$ cat src/rtl/rf_dump_reader.sv
// ============================================================================
// Module      : rf_dump_reader
// Description : Walks an RF address range through the read port and streams
//               {address, data} beats on a valid/ready interface.
// Revision    : 1.0 - initial release
// ============================================================================
`default_nettype none

module rf_dump_reader #(
  parameter int DATA_W = 32,
  parameter int ADDR_W = 5
) (
  input  logic              clk,
  input  logic              rst_n,
  input  logic              Start,
  input  logic              Abort,
  input  logic [ADDR_W-1:0] StartAddr,
  input  logic [ADDR_W-1:0] EndAddr,
  output logic [ADDR_W-1:0] RsAddr,
  input  logic [DATA_W-1:0] RsData,
  output logic              DumpValid,
  input  logic              DumpReady,
  output logic [ADDR_W-1:0] DumpAddr,
  output logic [DATA_W-1:0] DumpData,
  output logic              DumpLast,
  output logic              Busy,
  output logic              Done
);

  localparam logic [1:0] S_IDLE  = 2'd0;
  localparam logic [1:0] S_RUN   = 2'd1;
  localparam logic [1:0] S_DRAIN = 2'd2;

  logic [1:0]        r_state;
  logic [ADDR_W-1:0] r_ptr;
  logic [ADDR_W-1:0] r_end;
  logic              r_dumpValid;
  logic [ADDR_W-1:0] r_dumpAddr;
  logic [DATA_W-1:0] r_dumpData;
  logic              r_dumpLast;
  logic              r_done;

  logic w_load;
  logic w_accept;

  // The output register refills whenever it is empty or being drained this cycle.
  assign w_load   = (r_state == S_RUN) && (!r_dumpValid || DumpReady);
  assign w_accept = r_dumpValid && DumpReady;

  always_ff @(posedge clk) begin
    if (!rst_n) begin
      r_state     <= S_IDLE;
      r_ptr       <= '0;
      r_end       <= '0;
      r_dumpValid <= 1'b0;
      r_dumpAddr  <= '0;
      r_dumpData  <= '0;
      r_dumpLast  <= 1'b0;
      r_done      <= 1'b0;
    end else begin
      r_done <= 1'b0;
      case (r_state)
        S_IDLE: begin
          if (Start) begin
            r_end   <= EndAddr;
            r_ptr   <= StartAddr;
            r_state <= S_RUN;
          end
        end
        S_RUN: begin
          if (Abort) begin
            r_state     <= S_IDLE;
            r_dumpValid <= 1'b0;
            r_dumpLast  <= 1'b0;
          end else if (w_load) begin
            r_dumpData  <= RsData;
            r_dumpAddr  <= r_ptr;
            r_dumpLast  <= (r_ptr == r_end);
            r_dumpValid <= 1'b1;
            r_ptr       <= r_ptr + ADDR_W'(1);
            if (r_ptr == r_end) begin
              r_state <= S_DRAIN;
            end
          end
        end
        S_DRAIN: begin
          if (Abort) begin
            r_state     <= S_IDLE;
            r_dumpValid <= 1'b0;
            r_dumpLast  <= 1'b0;
          end else if (w_accept) begin
            r_state     <= S_IDLE;
            r_dumpValid <= 1'b0;
            r_dumpLast  <= 1'b0;
            r_done      <= 1'b1;
          end
        end
        default: begin
          r_state <= S_IDLE;
        end
      endcase
    end
  end

  assign RsAddr    = r_ptr;
  assign DumpValid = r_dumpValid;
  assign DumpAddr  = r_dumpAddr;
  assign DumpData  = r_dumpData;
  assign DumpLast  = r_dumpLast;
  assign Done      = r_done;
  assign Busy      = (r_state != S_IDLE);

endmodule

`default_nettype wire

$ cat config.mk
export PLATFORM = sky130hd
export DESIGN_NAME = rf_dump_reader
export DESIGN_NICKNAME = d
export VERILOG_FILES = /design/src/rtl/rf_dump_reader.sv
export SDC_FILE = /design/constraint.sdc
export NUM_CORES = 1
export LEC_CHECK = 0
export CAP_MARGIN = 30
export CORE_MARGIN = 2
export CORE_UTILIZATION = 34
export DETAILED_ROUTE_END_ITERATION = 6
export GPL_ROUTABILITY_DRIVEN = 0
export GPL_TIMING_DRIVEN = 0
export PLACE_DENSITY = 0.68
export SLEW_MARGIN = 20
export SYNTH_ARGS = -nofsm -noshare
export SYNTH_HDL_FRONTEND = slang
export SYNTH_SLANG_ARGS = --single-unit
$ cat constraint.sdc
create_clock -name clk -period 2.94 [get_ports clk]
set_input_delay 0.588 -clock clk [delete_from_list [all_inputs] [get_ports clk]]
set_output_delay 0.588 -clock clk [all_outputs]
set_load 0.02 [all_outputs]
==> impl_metrics.yaml, run 1 <==
outcome:
  status: "complete, no violations"
cts:
  cts_tree: "built"
  clk_pin_slew_ns: 0.09
  h-tree-depth: 2
  cts-resized-gates: 0
  cts_max_path_buffers: 2
  cts_sinks: 52
  cts-buffers-inserted: 5
  root_buffer: "clkbuf_8"
  cts_hold_buffers: 0
  cts_setup_buffers: 0
  insertion_delay_ns: 0.30
pwr:
  pwr-share-comb: 0.209
  power_density_nw_per_um2: 454
  p_sw_frac: 0.275
  power.leakage_nw: 1.15
  power_switching_w: 0.000407
  internal_power_w: 0.00107
  power_frac_clock: 0.274
  seqPwrFrac: 0.518
  peakVddDrop_mv: 0.239
die:
  rows: 29
  die_w_um: 83.8
  start_util: 0.347
  placeableCoreArea_um2: 6240
  fp.dieH_um: 83.8
  boundaryPins: 93
  die_area_um2: 7020
detailed_routing:
  dr_wl_met3_um: 273
  routed-via-count: 2010
  drt_iter0_drc: 53
  drtAntennaViolNets: 0
  viasPerCell: 4.67
  drtPass1Iterations: 4
  top_layer: "met4"
  dr_wl_met2_mm: 2.52
  postRouteWirelength_mm: 5.33
  drc: 0
  wl_per_cell_um: 12.4
  wl_met1_mm: 2.47
yosys:
  synth.net_count: 302
  yosys_register_bits: 52
  synth-edff-count: 0
  synth_flop_cell: "dfxtp_1"
  synth_warnings: 0
  async_reset_ff_frac: 0
  yosysSeqAreaShare: 0.481
  synth.avg_cell_area_um2: 8.52
  synth_cell_type_count: 38
  netlist_instances: 254
  mappedNetlistArea_um2: 2160
sta:
  finalHoldViolCount: 0
  relSlewSlack: 0.673
  clock_skew_ns: 0.00671
  drv_slew: 0
  worst_slew_pin_slew_ns: 0.491
  setup_viol: 0
  worst_slack_ns: 0.729
  tns_ns: 0
  period_share: 0.752
  max_clock_freq_mhz: 452
  finalCriticalPeriod_ns: 2.21
  rsz0062_at_grt: "no"
critical_path:
  reg2reg_slack_ns: 1.47
  critPathMaxFanout: 10
  rr_startpoint: "r_state[0]$_SDFFE_PN0P_"
  worstRegToRegCells: 7
  path_class: "flop to output port"
  crit_required_ns: 2.35
  reg2reg_to: "DumpData[18]$_SDFFE_PN0P_"
  crit_path_start: "r_state[0]$_SDFFE_PN0P_"
  crit_path_end_kind: "output port"
  cp.arrival_ns: 1.62
  crit_path_start_kind: "flop"
layout:
  final_cell_mix: "clkdlybuf4s50_1, nand2_1, dfxtp_1"
  final_common_cell: "clkdlybuf4s50_1"
  drive_gt1_frac: 0.0765
  nets: 400
  area_delta_synth_final_pct: 50.7
  nFillCells: 602
  antennaDiodeCount: 0
global_route:
  grt_antenna_before_repair: 0
  grt_pass1_wl_mm: 8.83
  first_global_vias: 1923
  overflow: 0
  grt_max_degree: 17
  track_usage: 0.153
worst_hold_path:
  holdPathStages: 2
  hold_end: "DumpData[12]$_SDFFE_PN0P_"
  min-delay-start: "DumpData[12]$_SDFFE_PN0P_"
  min_path_type: "flop to flop"
place:
  dp.final_hpwl_mm: 3.91
  io_buffers: 91
  dp_slack_ns: 0.785
run:
  drv_cap: 0
## layer usage
layer	global-route usage	vias to the layer above
li1	-	1040
met1	0.193	913
met2	0.255	51
met3	0.0346	6
met4	0.0543	0
met5	0	-
## worst max-delay path, stage by stage (launching register included)
cell and delay, ns:
dfxtp_1 0.32, buf_6 0.14, or2_2 0.31, clkdlybuf4s50_1 0.55
## sequential cells by signal, indices dropped and copies added, names as in the netlist
signal,count
r_state,2
r_end,5
DumpAddr,5
DumpValid,1
RsAddr,5
DumpLast,1
DumpData,32
Done,1
## metrics by stage
step | instance area, µm² | utilization | total power (W) | instances | hold WS [ns]
after global placement | 3170 | 0.508 | 0.00109 | 422 | 0.442
after floorplan | 2160 | - | 0.000942 | 254 | 0.480
final | 3260 | 0.522 | 0.00148 | 430 | 0.457
after global routing | 3260 | 0.522 | 0.00156 | 430 | 0.481
after CTS | 3260 | 0.522 | 0.00150 | 430 | 0.460
after detailed placement | 3170 | 0.508 | 0.00109 | 422 | 0.446
## logic make-up after synthesis
| group | count (synthesis) | synth area share |
|---|---|---|
| buffers and inverters | 18 | 0.0561 |
| xor gates and xnor gates | 6 | 0.0243 |
| adders and majority gates | 1 | 0.00578 |
| AOI/OAI and AO/OA | 59 | 0.166 |
| and+or+nand+nor | 112 | 0.239 |
| muxes | 6 | 0.0278 |
| DFF | 52 | 0.481 |
## cells in the mapped netlist (2+ instances only)
master,number,share of area
nand3_1,2,0.0046
nand2b_4,2,0.013
a211oi_1,3,0.010
xor2_1,3,0.012
nand2_1,81,0.14
or3_1,2,0.0058
buf_4,4,0.014
a21boi_1,3,0.010
o21ai_0,3,0.0069
mux2i_1,6,0.028
clkbuf_1,6,0.010
a21boi_0,8,0.028
a21oi_1,35,0.081
nor3_1,4,0.0093
nor3b_1,2,0.0069
dfxtp_1,52,0.48
xnor2_1,3,0.012
buf_6,5,0.026
nor2b_1,3,0.0087
nand2b_1,4,0.012
o32ai_1,2,0.0081
nor2_1,5,0.0087
## power by group through the flow
stage	Clock (W)	Combinational (W)	Sequential (W)
floorplan	0	0.000131	0.000811
global placement	0	0.000308	0.000782
detailed placement	0	0.000311	0.000783
CTS	0.000422	0.000312	0.000767
global route	0.000450	0.000336	0.000772
finish	0.000405	0.000309	0.000766
## how the worst max path moves through the flow
stage / endpoint / cells after the start
2_1_floorplan: RsAddr[0]$_SDFFE_PN0P_ / 4
3_3_place_gp: RsAddr[0]$_SDFFE_PN0P_ / 5
3_5_place_dp: RsAddr[3]$_SDFFE_PN0P_ / 5
4_1_cts: Busy / 3
5_1_grt: Busy / 3
6_report: Busy / 3
## cell type report
class	count	area (µm²)	share of cell area
tap	77	96.3	0.0296
clock buffer	6	72.6	0.0223
timing repair buffer	91	911	0.279
buffer	16	114	0.0349
multi-input combinational	184	1000	0.307
sequential	52	1040	0.319
clock inverter	2	16.3	0.00499
inverter	2	7.51	0.00230
(Power assumes the default switching activity.)
==> run 2, diff against run 1 <==
Settings changed: PLACE_DENSITY 0.68 to 0.7.
Clock period 2.94 ns to 1.9 ns, I/O delays scaled along.
==> run 2 against run 1 <==
Net effect:
- power increased by 63%
- critical path type unchanged
- largest cell class unchanged
- cell count unchanged
- clock skew decreased by 0.0024 ns
- sequential cell count unchanged
- worst setup slack got worse by 0.66 ns
- count of clock-buffer cells in the layout unchanged
- worst hold slack about the same
- global-route usage increased by 0.15 points
- via count increased by 0.65%
- non-clock buffer count unchanged
- combinational power increased by 54%
- design area increased by 0.58%
==> impl_metrics.yaml, run 2 (same netlist as run 1, synthesis figures left out) <==
outcome:
  status: "complete, no violations"
sta:
  finalHoldViolCount: 0
  worst_slew_pin_slew_ns: 0.483
  clock_skew_ns: 0.00431
  setup_viol: 0
  max_clock_freq_mhz: 545
  drv_slew: 0
  tns_ns: 0
  relSlewSlack: 0.678
  rsz0062_at_grt: "no"
  finalCriticalPeriod_ns: 1.83
  period_share: 0.966
detailed_routing:
  wl_per_cell_um: 12.5
  drc: 0
  drt_iter0_drc: 59
  drtAntennaViolNets: 0
  top_layer: "met4"
  wl_met1_mm: 2.44
  drtPass1Iterations: 4
  dr_wl_met2_mm: 2.52
  postRouteWirelength_mm: 5.36
  dr_wl_met3_um: 348
  viasPerCell: 4.70
  routed-via-count: 2023
die:
  boundaryPins: 93
  placeableCoreArea_um2: 6240
  start_util: 0.347
  rows: 29
  die_area_um2: 7020
  die_w_um: 83.8
  fp.dieH_um: 83.8
cts:
  h-tree-depth: 2
  cts_max_path_buffers: 2
  cts_setup_buffers: 0
  clk_pin_slew_ns: 0.09
  cts-buffers-inserted: 5
  cts-resized-gates: 1
  cts_tree: "built"
  cts_hold_buffers: 0
  cts_sinks: 52
  root_buffer: "clkbuf_8"
  insertion_delay_ns: 0.30
place:
  placed_cells: 422
  io_buffers: 91
  dp.final_hpwl_mm: 3.94
global_route:
  grt_antenna_before_repair: 0
  grt_max_degree: 16
  overflow: 0
  grt_pass1_wl_mm: 9.00
  track_usage: 0.154
  first_global_vias: 1983
critical_path:
  crit_required_ns: 1.52
  reg2reg_slack_ns: 0.43
  rr_startpoint: "r_state[0]$_SDFFE_PN0P_"
  cp_slowest_cell: "clkdlybuf4s50_1"
  cpPeakStageDelay_ns: 0.66
  cp.arrival_ns: 1.45
  worstRegToRegCells: 7
  reg2reg_to: "DumpData[18]$_SDFFE_PN0P_"
  critPathBufInv: 1
  crit_path_start_kind: "flop"
  path_class: "flop to output port"
  critPathMaxFanout: 7
  crit_path_end_kind: "output port"
  crit_path_cell_trace: "clkdlybuf4s50_1"
  crit_family: "buffers and inverters"
layout:
  nets: 400
  largest_register_ffs: 32
  drive_gt1_frac: 0.0793
  antennaDiodeCount: 0
  area_delta_synth_final_pct: 51.5
  final_cell_mix: "clkdlybuf4s50_1, nand2_1, dfxtp_1"
  final_common_cell: "clkdlybuf4s50_1"
  final_cells: 430
worst_hold_path:
  holdPathStages: 2
  min-delay-start: "DumpAddr[2]$_SDFFE_PN0P_"
  min_path_type: "flop to flop"
  hold_end: "DumpAddr[2]$_SDFFE_PN0P_"
pwr:
  finalPower_w: 0.00241
  power_density_nw_per_um2: 735
  power.leakage_nw: 1.16
  peakVddDrop_mv: 0.438
run:
  drv_cap: 0
[run 2: routing by layer]
metal / vias up / global-route usage
li1: 1040 / -
met1: 913 / 0.189
met2: 64 / 0.268
met3: 6 / 0.0406
met4: 0 / 0.0411
met5: - / 0
[run 2: cell type report]
class / instances / area (µm²)
Multi-Input combinational cell: 184 / 1000
Tap cell: 77 / 96.3
Clock inverter: 2 / 35.0
Sequential cell: 52 / 1040
Clock buffer: 6 / 72.6
Buffer: 16 / 114
Inverter: 2 / 7.51
Timing Repair Buffer: 91 / 910
Fill cell: 616 / 2960
[run 2: power by group]
group	total [W]	internal, W	leakage [nW]	switching [W]
Combinational	0.000477	0.000257	0.685	0.000220
Sequential	0.00119	0.00114	0.423	0.0000435
Clock	0.000748	0.000391	0.0552	0.000357
[run 2: how the worst max path moves through the flow]
stage | startpoint | end | slack [ns] | cells past startpoint
2_1_floorplan | DumpValid$_SDFFE_PN0P_ | DumpAddr[0]$_SDFFE_PN0P_ | 0.50 | 6
3_3_place_gp | Abort | RsAddr[0]$_SDFFE_PN0P_ | -0.03 | 5
3_5_place_dp | Abort | RsAddr[3]$_SDFFE_PN0P_ | -0.04 | 5
4_1_cts | RsAddr[0]$_SDFFE_PN0P_ | RsAddr[0] | 0.05 | 1
5_1_grt | RsAddr[2]$_SDFFE_PN0P_ | RsAddr[2] | 0.005 | 1
6_report | RsAddr[2]$_SDFFE_PN0P_ | RsAddr[2] | 0.07 | 1
[run 2: metrics by stage]
step | area [µm²] | setup WS, ns | hold slack [ns] | util
CTS | 3280 | 0.0531 | 0.459 | 0.525
floorplan | 2160 | 0.503 | 0.480 | -
global placement | 3170 | -0.0273 | 0.440 | 0.508
global route | 3280 | 0.00452 | 0.481 | 0.525
detailed placement | 3170 | -0.0445 | 0.447 | 0.508
finish | 3280 | 0.0650 | 0.457 | 0.525
